**config.mk**
```make
export PLATFORM = sky130hd
export DESIGN_NAME = sr04_dist_proc
export DESIGN_NICKNAME = d
export VERILOG_FILES = /design/src/rtl/sr04_pkg.sv /design/src/rtl/bcd_dd_serial.sv /design/src/rtl/sr04_dist_proc.sv
export SDC_FILE = /design/constraint.sdc
export NUM_CORES = 1
export LEC_CHECK = 0
export ABC_AREA = 1
export CORE_MARGIN = 1
export CORE_UTILIZATION = 55
export DETAILED_ROUTE_END_ITERATION = 12
export DONT_BUFFER_PORTS = 1
export PLACE_DENSITY = 0.7
export SLEW_MARGIN = 10
export SYNTH_ARGS = -nofsm -noshare
export SYNTH_HDL_FRONTEND = slang
export SYNTH_SLANG_ARGS = --single-unit
```
**constraint.sdc**
```tcl
create_clock -name clk -period 7.5 [get_ports clk]
set_clock_uncertainty 0.15 [all_clocks]
set_input_delay 0.375 -clock clk [delete_from_list [all_inputs] [get_ports clk]]
set_output_delay 0.375 -clock clk [all_outputs]
set_load 0.1 [all_outputs]
```
**src/rtl/sr04_pkg.sv**
```systemverilog
// Shared widths, FSM state encoding and the double-dabble step for the SR04 display path.
package sr04_pkg;

  localparam int DIST_W = 10;
  localparam int BCD_W  = 16;
  localparam int DD_W   = BCD_W + DIST_W;

  typedef enum logic [1:0] {IDLE, ACCUM, CONV, DONE} proc_state_t;

  // One double-dabble iteration on {bcd, bin}: add 3 to nibbles >= 5, then shift left.
  function automatic logic [DD_W-1:0] dd_step(input logic [DD_W-1:0] v);
    logic [DD_W-1:0] t;
    t = v;
    for (int i = 0; i < BCD_W / 4; i++) begin
      if (t[DIST_W + 4*i +: 4] >= 4'd5) begin
        t[DIST_W + 4*i +: 4] = t[DIST_W + 4*i +: 4] + 4'd3;
      end
    end
    return {t[DD_W-2:0], 1'b0};
  endfunction

endpackage

```
**src/rtl/bcd_dd_serial.sv**
```systemverilog
// Sequential 10-bit to 4-digit BCD converter, one bit per cycle; done pulses with bcd_o valid.
module bcd_dd_serial
  import sr04_pkg::*;
(
  input  logic              clk,
  input  logic              rst,
  input  logic              start_i,
  input  logic [DIST_W-1:0] bin_i,
  output logic [BCD_W-1:0]  bcd_o,
  output logic              done_o
);

  logic [DD_W-1:0] sh_q, sh_d;
  logic [3:0]      cnt_q, cnt_d;
  logic            act_q, act_d;

  // The first step is folded into the load so ten steps finish before done is raised.
  always_comb begin
    sh_d  = sh_q;
    cnt_d = cnt_q;
    act_d = act_q;
    if (start_i) begin
      sh_d  = dd_step({{BCD_W{1'b0}}, bin_i});
      cnt_d = 4'd9;
      act_d = 1'b1;
    end else if (act_q) begin
      if (cnt_q != 4'd0) begin
        sh_d  = dd_step(sh_q);
        cnt_d = cnt_q - 4'd1;
      end else begin
        act_d = 1'b0;
      end
    end
  end

  always_ff @(posedge clk or negedge rst) begin
    if (!rst) begin
      sh_q  <= '0;
      cnt_q <= '0;
      act_q <= 1'b0;
    end else begin
      sh_q  <= sh_d;
      cnt_q <= cnt_d;
      act_q <= act_d;
    end
  end

  assign bcd_o  = sh_q[DD_W-1:DIST_W];
  assign done_o = act_q && (cnt_q == 4'd0);

endmodule

```
**src/rtl/sr04_dist_proc.sv**
```systemverilog
// SR04 distance post-processor: clamp, power-of-two moving average, BCD conversion.
// state | meaning
// IDLE  | waiting for dist_valid
// ACCUM | update history and running sum, start conversion
// CONV  | double-dabble in progress
// DONE  | result registered, out_valid high
module sr04_dist_proc
  import sr04_pkg::*;
#(
  parameter int AVG_LOG2 = 2,
  parameter int MAX_CM   = 400
) (
  input  logic              clk,
  input  logic              rst,
  input  logic [DIST_W-1:0] dist_in,
  input  logic              dist_valid,
  input  logic              flush,
  output logic [BCD_W-1:0]  bcd_out,
  output logic              over_range,
  output logic              out_valid,
  output logic              busy
);

  localparam int DEPTH = 1 << AVG_LOG2;
  localparam int SUM_W = DIST_W + AVG_LOG2;
  localparam int PTR_W = (AVG_LOG2 > 0) ? AVG_LOG2 : 1;
  localparam logic [DIST_W-1:0] MAX_V = DIST_W'(MAX_CM);
  localparam logic [PTR_W-1:0]  PTR_LAST = PTR_W'(DEPTH - 1);

  proc_state_t       state_q, state_d;
  logic [DIST_W-1:0] s_q, s_d;
  logic              ovr_q, ovr_d;
  logic              primed_q, primed_d;
  logic [PTR_W-1:0]  ptr_q, ptr_d;
  logic [SUM_W-1:0]  sum_q, sum_d, sum_new;
  logic [DIST_W-1:0] hist_q [DEPTH];
  logic [DIST_W-1:0] hist_d [DEPTH];
  logic [BCD_W-1:0]  bcd_q, bcd_d;
  logic              over_q, over_d;
  logic              out_valid_q, out_valid_d;
  logic              dd_start, dd_done;
  logic [DIST_W-1:0] avg;
  logic [BCD_W-1:0]  dd_bcd;

  always_comb begin
    if (primed_q) begin
      sum_new = sum_q - SUM_W'(hist_q[ptr_q]) + SUM_W'(s_q);
    end else begin
      sum_new = SUM_W'(s_q) << AVG_LOG2;
    end
    avg = DIST_W'(sum_new >> AVG_LOG2);
  end

  always_comb begin
    state_d     = state_q;
    s_d         = s_q;
    ovr_d       = ovr_q;
    primed_d    = primed_q;
    ptr_d       = ptr_q;
    sum_d       = sum_q;
    hist_d      = hist_q;
    bcd_d       = bcd_q;
    over_d      = over_q;
    out_valid_d = 1'b0;
    dd_start    = 1'b0;
    if (flush) begin
      state_d  = IDLE;
      primed_d = 1'b0;
    end else begin
      case (state_q)
        IDLE: begin
          if (dist_valid) begin
            s_d     = (dist_in > MAX_V) ? MAX_V : dist_in;
            ovr_d   = (dist_in > MAX_V);
            state_d = ACCUM;
          end
        end
        ACCUM: begin
          sum_d = sum_new;
          if (!primed_q) begin
            for (int i = 0; i < DEPTH; i++) hist_d[i] = s_q;
            primed_d = 1'b1;
          end else begin
            hist_d[ptr_q] = s_q;
            ptr_d = (ptr_q == PTR_LAST) ? '0 : ptr_q + PTR_W'(1);
          end
          dd_start = 1'b1;
          state_d  = CONV;
        end
        CONV: begin
          if (dd_done) begin
            bcd_d       = dd_bcd;
            over_d      = ovr_q;
            out_valid_d = 1'b1;
            state_d     = DONE;
          end
        end
        DONE:    state_d = IDLE;
        default: state_d = IDLE;
      endcase
    end
  end

  always_ff @(posedge clk or negedge rst) begin
    if (!rst) begin
      state_q     <= IDLE;
      s_q         <= '0;
      ovr_q       <= 1'b0;
      primed_q    <= 1'b0;
      ptr_q       <= '0;
      sum_q       <= '0;
      for (int i = 0; i < DEPTH; i++) hist_q[i] <= '0;
      bcd_q       <= '0;
      over_q      <= 1'b0;
      out_valid_q <= 1'b0;
    end else begin
      state_q     <= state_d;
      s_q         <= s_d;
      ovr_q       <= ovr_d;
      primed_q    <= primed_d;
      ptr_q       <= ptr_d;
      sum_q       <= sum_d;
      hist_q      <= hist_d;
      bcd_q       <= bcd_d;
      over_q      <= over_d;
      out_valid_q <= out_valid_d;
    end
  end

  bcd_dd_serial u_dd (
    .clk     (clk),
    .rst     (rst),
    .start_i (dd_start),
    .bin_i   (avg),
    .bcd_o   (dd_bcd),
    .done_o  (dd_done)
  );

  assign bcd_out    = bcd_q;
  assign over_range = over_q;
  assign out_valid  = out_valid_q;
  assign busy       = (state_q != IDLE);

endmodule

```
==> reports/metrics.yaml <==
outcome:
  status: "finished clean"
sta:
  final.setup.worst_slack_ns: 3.63
  rsz0062_at_grt: "no"
  final-setup-viol-count: 0
  tns_ns: 0
  max_freq_mhz: 258
  worst_slew_pin_slew_ns: 0.918
  slew_headroom: 0.388
  finalHoldViolCount: 0
  post-route-min-period_ns: 3.87
  fin_crit_sh: 0.516
  slew_viol_final: 0
setup_path:
  cp-end-kind: "flip-flop"
  crit_path_cell_trace: "inv_1, o21ai_0, o22ai_1, fa_1, fa_1, inv_1, nand3_1, nand3_1, nand2_1, a21o_1, nand3_1, nand2_1, a21oi_1"
  crit_path_max_incr_delay_ns: 0.79
  required_ns: 7.81
  start_kind: "flip-flop"
  r2r-end: "u_dd.sh_q[5]"
  crit_path_max_fanout: 24
  worstReg2RegStart: "ptr_q[0]"
  critPathKind: "reg2reg"
  critical_path.most_common_cell: "nand3_1"
  cp.arrival_ns: 4.17
  ff2ff_setup_slack_ns: 3.63
  r2r_cells: 13
  critPathSlowestCell: "dfrtp_1"
cts:
  cts.hold.buffers_added: 23
  cts_setup_buffers: 0
  tritoncts: "built"
  htreeDepth: 4
  clockBufferDepth: 2
  cts_resized: 0
  clock_latency_ns: 0.53
  clock-sinks: 116
  cts_root_buf: "clkbuf_8"
  cts.clk_slew.worst_paths_ns: 0.06
  numCtsBuffers: 17
logic_synthesis:
  yosysSeqAreaShare: 0.474
  avgSynthCellArea_um2: 8.40
  syn-num-nets: 783
  ys_ff_latch: 116
  synth_cell_types: 33
  synth_cells: 730
  syn_area_mm2: 0.00613
  ys_warn_count: 0
floorplanning:
  pin_count: 33
  dieWidth_um: 108
  die_y_um: 108
  start_util: 0.565
  rows: 38
  coreArea_mm2: 0.0108
  die_area_mm2: 0.0116
drt:
  routed_wl_um: 14000
  vias_per_cell: 5.48
  drt_iter0_markers: 375
  drt_first_pass_iters: 5
  drcViolationCount: 0
  routedWlPerCell_um: 15.5
  vias: 4946
  antenna_left: 0
flow_run:
  maxCapViolations: 0
global_route:
  grt_pass1_wl_um: 23500
  overflow: 0
  grt_usage: 0.269
  antenna_found_initial: 0
  grt_pass1_vias: 4992
  grt_max_degree: 117
placement:
  globalplace.congestion: 0.891
  dpl.hpwl_um: 9280
  dpl_cell_area_mm2: 0.00620
  io_buffers: 0
  pre_cts_slack_ns: 3.74
finish:
  design_area_mm2: 0.00700
  nets: 803
  layout-drive-gt1-share: 0.0813
  regArea_mm2: 0.00290
  antenna_cells: 0
  fillCellCount: 903
  multi_input_area_mm2: 0.00269
  syn_to_final_growth_pct: 14.2
hold_path:
  hold_path.class: "in2reg"
  worstHoldEndpoint: "s_q[9]"
  hold_depth: 3
  hp-start: "flush"
worst max-delay path by stage:
stage / from / endpoint / slack (ns) / cells past startpoint
after floorplan: ptr_q[0] / u_dd.sh_q[7] / 4.69 / 14
after global routing: ptr_q[0] / sum_q[6] / 3.30 / 16
after global placement: ptr_q[0] / u_dd.sh_q[5] / 3.85 / 16
final: ptr_q[0] / u_dd.sh_q[5] / 3.63 / 13
after CTS: ptr_q[0] / u_dd.sh_q[5] / 3.72 / 16
after detailed placement: ptr_q[0] / u_dd.sh_q[5] / 3.74 / 16
registers in the layout, summed over array words and instances, names as in the netlist:
register    count
ovr_q           1
primed_q        1
hist_q         40
u_dd.cnt_q      4
bcd_out        16
state_q         2
ptr_q           2
u_dd.act_q      1
out_valid       1
sum_q          12
over_range      1
s_q            10
u_dd.sh_q      25
final cells by class:
type | instances | share of cell area
clock buffers | 21 | 0.0627
flip-flops and latches | 116 | 0.415
repair buffers | 28 | 0.0407
clock inverters | 11 | 0.0157
multi-input cells | 480 | 0.384
well taps | 140 | 0.0250
inverters | 107 | 0.0574
kinds of logic (layout without fill, tap and decap cells):
group	Yosys count	count (layout)	synth area share
adder cells (fa/ha/maj)	39	39	0.0919
flip-flops	116	116	0.474
buffers and inverters	134	167	0.0880
XOR/XNOR	9	9	0.0129
AND/OR/NAND/NOR	245	245	0.166
AO/OA/AOI/OAI	187	187	0.168
routing by layer:
metal	GRT usage	routed length [µm]	vias up
met5	0	0	-
met4	0.113	345	0
met3	0.0599	594	31
met2	0.444	6830	135
met1	0.339	6260	2389
li1	-	-	2391
worst max-delay path, delay by kind of cell (launching register included):
kind,cells,cell delay [ns]
adder cells (fa/ha/maj),2,0.93
flip-flops,1,0.79
AO/OA/AOI/OAI,4,0.77
buffers and inverters,2,0.64
AND/OR/NAND/NOR,5,0.48
synthesized netlist by cell type:
master	instances	area (µm²)
nor3_2	2	20.0
nand2_1	146	548
o32ai_1	3	26.3
nor2_4	3	33.8
o211ai_1	1	7.51
o21ai_0	104	521
a211oi_1	1	7.51
a21oi_1	26	130
xnor2_1	2	17.5
dfrtp_1	116	2900
nor3_1	1	5.00
clkbuf_2	2	10.0
ha_1	29	363
xor2_1	7	61.3
clkbuf_1	12	45.0
buf_4	2	15.0
inv_1	101	379
a21o_1	2	15.0
nor2_2	1	6.26
a21boi_0	1	7.51
inv_2	6	22.5
buf_2	9	45.0
nand2_2	1	6.26
o21ai_1	22	110
nor2_1	54	203
buf_6	2	22.5
o21ai_2	9	78.8
or2_2	4	25.0
a211oi_4	1	20.0
nand4_1	3	18.8
nand3_1	30	150
o22ai_1	17	106
fa_1	10	200
metrics by stage:
stage | util | std cells | hold slack, ns
global route | 0.646 | 903 | 0.0473
floorplan | - | 730 | -0.0706
global placement | 0.572 | 848 | -0.0669
CTS | 0.646 | 903 | 0.0252
detailed placement | 0.572 | 848 | -0.0678
finish | 0.646 | 903 | 0.0425
placed cells by master (no fill, tap or decap), types with 2 or more instances in the layout:
cell           instances
o32ai_1                3
dlygate4sd3_1         22
bufinv_16              2
inv_1                101
fa_1                  10
xnor2_1                2
buf_4                  5
clkbuf_16             16
o21ai_2                9
xor2_1                 7
inv_2                  6
o22ai_1               17
dfrtp_1              116
or2_2                  4
o21ai_1               22
ha_1                  29
clkbuf_1               3
nand2_1              146
nor3_2                 2
clkinv_2               7
nor2_4                 3
clkinvlp_4             2
a21oi_1               26
nand3_1               30
nor2_1                54
nand4_1                3
o21ai_0              104
a21o_1                 2
clkbuf_8               2
Power is left out: the tool's default activity adds up to more than one toggle a clock period on the data nets, which glitch-free logic cannot reach.
